$ cat config.mk
export PLATFORM = sky130hd
export DESIGN_NAME = spi_tx_arbiter
export DESIGN_NICKNAME = d
export VERILOG_FILES = /design/src/rtl/spi_tx_arbiter_pkg.sv /design/src/rtl/spi_tx_arbiter_rr_pick.sv /design/src/rtl/spi_tx_arbiter.sv
export SDC_FILE = /design/constraint.sdc
export NUM_CORES = 1
export LEC_CHECK = 0
export ABC_AREA = 1
export CORE_MARGIN = 3
export CORE_UTILIZATION = 50
export CTS_CLUSTER_SIZE = 30
export DETAILED_ROUTE_END_ITERATION = 8
export GPL_ROUTABILITY_DRIVEN = 0
export PLACE_DENSITY = 0.86
export SLEW_MARGIN = 10
export SYNTH_ARGS = -nofsm -noshare
export SYNTH_HDL_FRONTEND = slang
export SYNTH_SLANG_ARGS = --single-unit
$ cat constraint.sdc
create_clock -name SYS_CLK -period 2.1 [get_ports SYS_CLK]
set_clock_uncertainty 0.05 [all_clocks]
set_input_delay 0.42 -clock SYS_CLK [delete_from_list [all_inputs] [get_ports SYS_CLK]]
set_output_delay 0.42 -clock SYS_CLK [all_outputs]
set_load 0.05 [all_outputs]
$ cat src/rtl/spi_tx_arbiter_pkg.sv
`default_nettype none
// ============================================================================
// Module  : spi_tx_arbiter_pkg
// Brief   : Shared widths and FSM state encoding for the SPI TX arbiter.
// Revision: 1.0 - initial release
// ============================================================================
package spi_tx_arbiter_pkg;

  localparam int WORD_W = 16;
  localparam int LEN_W  = 8;
  localparam int ST_W   = 3;

  localparam logic [ST_W-1:0] c_ST_IDLE      = 3'd0;
  localparam logic [ST_W-1:0] c_ST_LOAD      = 3'd1;
  localparam logic [ST_W-1:0] c_ST_WAIT_FREE = 3'd2;
  localparam logic [ST_W-1:0] c_ST_SEND      = 3'd3;
  localparam logic [ST_W-1:0] c_ST_WAIT_ACK  = 3'd4;
  localparam logic [ST_W-1:0] c_ST_WAIT_DONE = 3'd5;
  localparam logic [ST_W-1:0] c_ST_FINISH    = 3'd6;

endpackage
`default_nettype wire

$ cat src/rtl/spi_tx_arbiter_rr_pick.sv
`default_nettype none
// ============================================================================
// Module  : spi_tx_arbiter_rr_pick
// Brief   : Combinational round-robin pick: first set request at/after pointer.
// Revision: 1.0 - initial release
// ============================================================================
module spi_tx_arbiter_rr_pick #(
  parameter int N     = 2,
  parameter int PTR_W = (N > 1) ? $clog2(N) : 1
) (
  input  logic [N-1:0]     i_req,
  input  logic [PTR_W-1:0] i_ptr,
  output logic [PTR_W-1:0] o_idx,
  output logic [N-1:0]     o_onehot,
  output logic             o_valid
);

  logic             w_hit_hi;
  logic             w_hit_any;
  logic [PTR_W-1:0] w_idx_hi;
  logic [PTR_W-1:0] w_idx_lo;

  // Descending scan: the last hit written is the lowest index, so w_idx_hi is the
  // first request at/after the pointer and w_idx_lo the wrap-around fallback.
  always_comb begin
    w_hit_hi  = 1'b0;
    w_hit_any = 1'b0;
    w_idx_hi  = '0;
    w_idx_lo  = '0;
    for (int i = N - 1; i >= 0; i--) begin
      if (i_req[i]) begin
        w_hit_any = 1'b1;
        w_idx_lo  = PTR_W'(i);
        if (PTR_W'(i) >= i_ptr) begin
          w_hit_hi = 1'b1;
          w_idx_hi = PTR_W'(i);
        end
      end
    end
  end

  assign o_valid  = w_hit_any;
  assign o_idx    = w_hit_hi ? w_idx_hi : w_idx_lo;
  assign o_onehot = w_hit_any ? (N'(1) << o_idx) : '0;

endmodule
`default_nettype wire

$ cat src/rtl/spi_tx_arbiter.sv
`default_nettype none
// ============================================================================
// Module  : spi_tx_arbiter
// Brief   : Round-robin sequencer sharing one SPI TX path between message sources.
// Revision: 1.0 - initial release
// ============================================================================
module spi_tx_arbiter
  import spi_tx_arbiter_pkg::*;
#(
  parameter int NUM_SRC     = 2,
  parameter int ACK_TIMEOUT = 255
) (
  input  logic                      SYS_CLK,
  input  logic                      RST,
  input  logic [NUM_SRC-1:0]        SRC_REQ,
  input  logic [LEN_W*NUM_SRC-1:0]  SRC_LEN,
  input  logic [WORD_W*NUM_SRC-1:0] SRC_DATA,
  output logic [NUM_SRC-1:0]        SRC_RD,
  output logic [NUM_SRC-1:0]        SRC_DONE,
  output logic [NUM_SRC-1:0]        GRANT,
  output logic [WORD_W-1:0]         DATA,
  output logic                      ENA,
  input  logic                      BUSY,
  output logic                      TIMEOUT_ERR
);

  localparam int               PTR_W      = (NUM_SRC > 1) ? $clog2(NUM_SRC) : 1;
  localparam logic [LEN_W-1:0] c_TMO_LAST = LEN_W'(ACK_TIMEOUT - 1);
  localparam logic [PTR_W-1:0] c_PTR_LAST = PTR_W'(NUM_SRC - 1);

  logic [ST_W-1:0]    r_state;
  logic [ST_W-1:0]    w_next;
  logic               r_busy_meta;
  logic               r_busy_s;
  logic [NUM_SRC-1:0] r_grant;
  logic [PTR_W-1:0]   r_sel;
  logic [PTR_W-1:0]   r_rr_ptr;
  logic [LEN_W-1:0]   r_words_left;
  logic [LEN_W-1:0]   r_tmo_cnt;
  logic [WORD_W-1:0]  r_data;
  logic               r_timeout_err;

  logic [PTR_W-1:0]   w_pick_idx;
  logic [NUM_SRC-1:0] w_pick_onehot;
  logic               w_pick_valid;
  logic [LEN_W-1:0]   w_len  [NUM_SRC];
  logic [WORD_W-1:0]  w_word [NUM_SRC];
  logic [LEN_W-1:0]   w_sel_len;
  logic [WORD_W-1:0]  w_sel_word;

  for (genvar g = 0; g < NUM_SRC; g++) begin : g_unpack
    assign w_len[g]  = SRC_LEN[g*LEN_W +: LEN_W];
    assign w_word[g] = SRC_DATA[g*WORD_W +: WORD_W];
  end

  assign w_sel_len  = w_len[r_sel];
  assign w_sel_word = w_word[r_sel];

  spi_tx_arbiter_rr_pick #(
    .N     (NUM_SRC),
    .PTR_W (PTR_W)
  ) u_rr_pick (
    .i_req    (SRC_REQ),
    .i_ptr    (r_rr_ptr),
    .o_idx    (w_pick_idx),
    .o_onehot (w_pick_onehot),
    .o_valid  (w_pick_valid)
  );

  always_ff @(posedge SYS_CLK or negedge RST) begin
    if (!RST) begin
      r_busy_meta <= 1'b0;
      r_busy_s    <= 1'b0;
    end else begin
      r_busy_meta <= BUSY;
      r_busy_s    <= r_busy_meta;
    end
  end

  always_ff @(posedge SYS_CLK or negedge RST) begin
    if (!RST) begin
      r_state <= c_ST_IDLE;
    end else begin
      r_state <= w_next;
    end
  end

  always_comb begin
    w_next = r_state;
    case (r_state)
      c_ST_IDLE:      if (w_pick_valid) w_next = c_ST_LOAD;
      c_ST_LOAD:      w_next = (w_sel_len == '0) ? c_ST_FINISH : c_ST_WAIT_FREE;
      c_ST_WAIT_FREE: if (!r_busy_s) w_next = c_ST_SEND;
      c_ST_SEND:      w_next = c_ST_WAIT_ACK;
      c_ST_WAIT_ACK: begin
        if (r_busy_s) begin
          w_next = c_ST_WAIT_DONE;
        end else if (r_tmo_cnt == c_TMO_LAST) begin
          w_next = c_ST_FINISH;
        end
      end
      c_ST_WAIT_DONE: begin
        if (!r_busy_s) begin
          w_next = (r_words_left == '0) ? c_ST_FINISH : c_ST_WAIT_FREE;
        end
      end
      c_ST_FINISH:    w_next = c_ST_IDLE;
      default:        w_next = c_ST_IDLE;
    endcase
  end

  always_comb begin
    ENA      = (r_state == c_ST_SEND);
    SRC_RD   = ENA ? r_grant : '0;
    SRC_DONE = (r_state == c_ST_FINISH) ? r_grant : '0;
  end

  assign GRANT       = r_grant;
  assign DATA        = r_data;
  assign TIMEOUT_ERR = r_timeout_err;

  always_ff @(posedge SYS_CLK or negedge RST) begin
    if (!RST) begin
      r_grant       <= '0;
      r_sel         <= '0;
      r_rr_ptr      <= '0;
      r_words_left  <= '0;
      r_tmo_cnt     <= '0;
      r_data        <= '0;
      r_timeout_err <= 1'b0;
    end else begin
      case (r_state)
        c_ST_IDLE: begin
          if (w_pick_valid) begin
            r_grant <= w_pick_onehot;
            r_sel   <= w_pick_idx;
          end
        end
        c_ST_LOAD: r_words_left <= w_sel_len;
        // DATA is captured on entry to SEND so it is valid alongside ENA.
        c_ST_WAIT_FREE: if (!r_busy_s) r_data <= w_sel_word;
        c_ST_SEND: begin
          r_words_left <= r_words_left - 1'b1;
          r_tmo_cnt    <= '0;
        end
        c_ST_WAIT_ACK: begin
          if (!r_busy_s) begin
            if (r_tmo_cnt == c_TMO_LAST) begin
              r_timeout_err <= 1'b1;
            end else begin
              r_tmo_cnt <= r_tmo_cnt + 1'b1;
            end
          end
        end
        c_ST_FINISH: begin
          r_grant  <= '0;
          r_rr_ptr <= (r_sel == c_PTR_LAST) ? '0 : r_sel + 1'b1;
        end
        default: ;
      endcase
    end
  end

endmodule
`default_nettype wire

==> impl_metrics.json <==
{
  "drive_gt1_frac": 0.104,
  "criticalPathCategory": "reg -> out",
  "h-tree-depth": 2,
  "synth.avg_cell_area_sq_um": 7.50,
  "yosysUniqueCellTypes": 30,
  "r2r-end": "r_state[2]",
  "synth_fp_nets": 371,
  "netlist_area_sq_um": 2350,
  "rrSetupSlack_ns": 0.54,
  "detail_route.first_pass.iterations": 4,
  "final_util": 0.756,
  "rows": 24,
  "final-seq-area_sq_um": 1050,
  "syn_to_final_growth_pct": 42.8,
  "p_leak_nw": 1.56,
  "rr_worst_depth": 10,
  "cp_max_fo": 10,
  "run_status": "finished, final reports clean",
  "hp-class": "in -> async",
  "yosys-top-cells-area": "dfrtp_1 (45%), nand2_1 (15%), nor2_1 (6.9%)",
  "yosys-top-cells-count": "nand2_1 (95), nor2_1 (43), dfrtp_1 (42), inv_1 (30), a31oi_1 (16)",
  "worstSetupStartpointType": "flop",
  "ant_nets": 0,
  "synth_largest_area_cell": "dfrtp_1",
  "p_per_area_nw_per_um2": 1400,
  "drc": 0,
  "antenna_found_initial": 0,
  "core_sq_um": 4440,
  "clk_pin_slew_ns": 0.09,
  "vias_per_cell": 5.21,
  "fin_crit_sh": 0.951,
  "maxCapViolations": 0,
  "ys_seq_area_frac": 0.447,
  "grt_max_degree": 33,
  "synthFlopType": "dfrtp_1",
  "nets": 450,
  "end_kind": "output port",
  "drv_slew": 0,
  "cts_made_buffers": 5,
  "finalHoldViolCount": 0,
  "period_needed_ns": 2.00,
  "setup-violations-final": 0,
  "worstPathRequired_ns": 1.63,
  "cts_setup_buffers": 0,
  "cp.arrival_ns": 1.53,
  "yosys_register_bits": 42,
  "max_freq_mhz": 501,
  "synth_cells": 314,
  "die_w_microns": 74.6,
  "first_iter_violations": 175,
  "ios": 77,
  "synth_edf_count": 0,
  "n_fill_cell": 313,
  "grt_overflow_total": 0,
  "grt_pass1_vias": 2286,
  "cts_hold_buf": 0,
  "num_antenna_cells": 0,
  "dp_hpwl_microns": 4500,
  "fin_tns_setup_ns": 0,
  "yosys_warnings": 0,
  "cts_root_buf": "clkbuf_8",
  "die_h_microns": 74.6,
  "yosysTopAreaCellShare": 0.447,
  "peakVddDrop_mv": 1.01,
  "relSlewSlack": 0.642,
  "synth.most_common_cell": "nand2_1",
  "grt_pass1_wl_microns": 10000,
  "tightest_slew_ns": 0.536,
  "wl_microns": 5910,
  "portBuffers": 76,
  "rsz0062_at_grt": "no",
  "cts_buffer_depth": 2,
  "r2r_start": "r_tmo_cnt[0]",
  "multi_input_area_sq_um": 1130,
  "dieArea_sq_um": 5570,
  "vias": 2323,
  "initial_core_util": 0.530,
  "clock_latency_ns": 0.30,
  "clock_sinks": 42,
  "grt_usage": 0.238,
  "async_flop_share": 1.00,
  "tritoncts": "yes",
  "wl_per_cell_microns": 13.2
}
per-layer routing:
metal,share of wire,track usage,vias to the layer above
met5,0,0,-
met4,0.013,0.0692,0
met3,0.098,0.0973,7
met2,0.51,0.421,84
met1,0.38,0.262,1062
li1,-,-,1170
registers in the layout, summed over array words and instances, names as in the netlist:
name          count
TIMEOUT_ERR       1
r_rr_ptr          1
r_sel             1
r_busy_meta       1
r_busy_s          1
r_words_left      8
r_tmo_cnt         8
r_state           3
GRANT             2
DATA             16
layout by cell type, fill, tap and decap left out, types with 4 or more instances in the layout:
cell / count
inv_1: 30
nor2_2: 9
a21oi_1: 8
ha_1: 4
buf_12: 5
xor2_1: 4
nand2_1: 95
nand3_1: 14
o21ai_0: 14
nor2_1: 38
buf_4: 6
dfrtp_1: 42
clkbuf_8: 5
clkdlybuf4s50_1: 70
a31oi_1: 16
nand2_4: 4
how the worst max path moves through the flow:
stage	start	end	cells past startpoint
finish	r_state[2]	SRC_RD[0]	6
global route	r_state[2]	SRC_RD[0]	6
CTS	r_state[0]	SRC_DONE[1]	6
detailed placement	r_state[0]	SRC_DONE[1]	6
global placement	r_state[0]	SRC_DONE[0]	6
floorplan	r_state[0]	SRC_DONE[0]	5
report_power, final:
group	internal [W]	leakage (nW)	switching (W)
clock	0.000476	0.0683	0.000293
combinational	0.000905	0.988	0.00164
sequential	0.00112	0.501	0.000273
metrics by stage:
step | instances | setup WS (ns) | hold WS [ns] | cell area (sq um) | power (W)
after floorplan | 314 | 0.173 | 0.0744 | 2350 | 0.00313
after global routing | 446 | 0.00603 | 0.0384 | 3360 | 0.00506
final | 446 | 0.103 | 0.0183 | 3360 | 0.00471
after global placement | 438 | 0.415 | 0.284 | 3210 | 0.00388
after detailed placement | 438 | 0.374 | 0.291 | 3210 | 0.00394
after CTS | 446 | 0.0277 | 0.0291 | 3350 | 0.00473
cells by family (layout without fill, tap and decap cells):
family	count (synthesis)	in the layout	synth area share
compound gates	49	49	0.125
xor+xnor	5	5	0.0186
fa+ha+maj	4	4	0.0213
buf+inv	43	123	0.0776
flops	42	42	0.447
simple gates	171	171	0.310
layout make-up:
cell class                 instances  share of cell area
tap                               52              0.0194
sequential                        42               0.313
timing repair buffer              82               0.253
inverter                          33              0.0369
clock buffer                       5              0.0205
multi-input combinational        229               0.337
clock inverter                     3              0.0205
timing repair:
| item | 4_1_cts | 5_1_grt |
|---|---|---|
| gates resized for setup | 0 | 5 |
| setup endpoints to repair | 0 | 4 |
| endpoints found under the hold margin | 0 | 0 |
critical path, cell delays in order (launching register included):
cell and delay [ns]:
dfrtp_1 0.44, inv_2 0.14, nand2_4 0.09, inv_2 0.13
nand2_4 0.12, nor2_2 0.16, buf_12 0.15
Note: power is estimated with default switching activity, not from simulation.
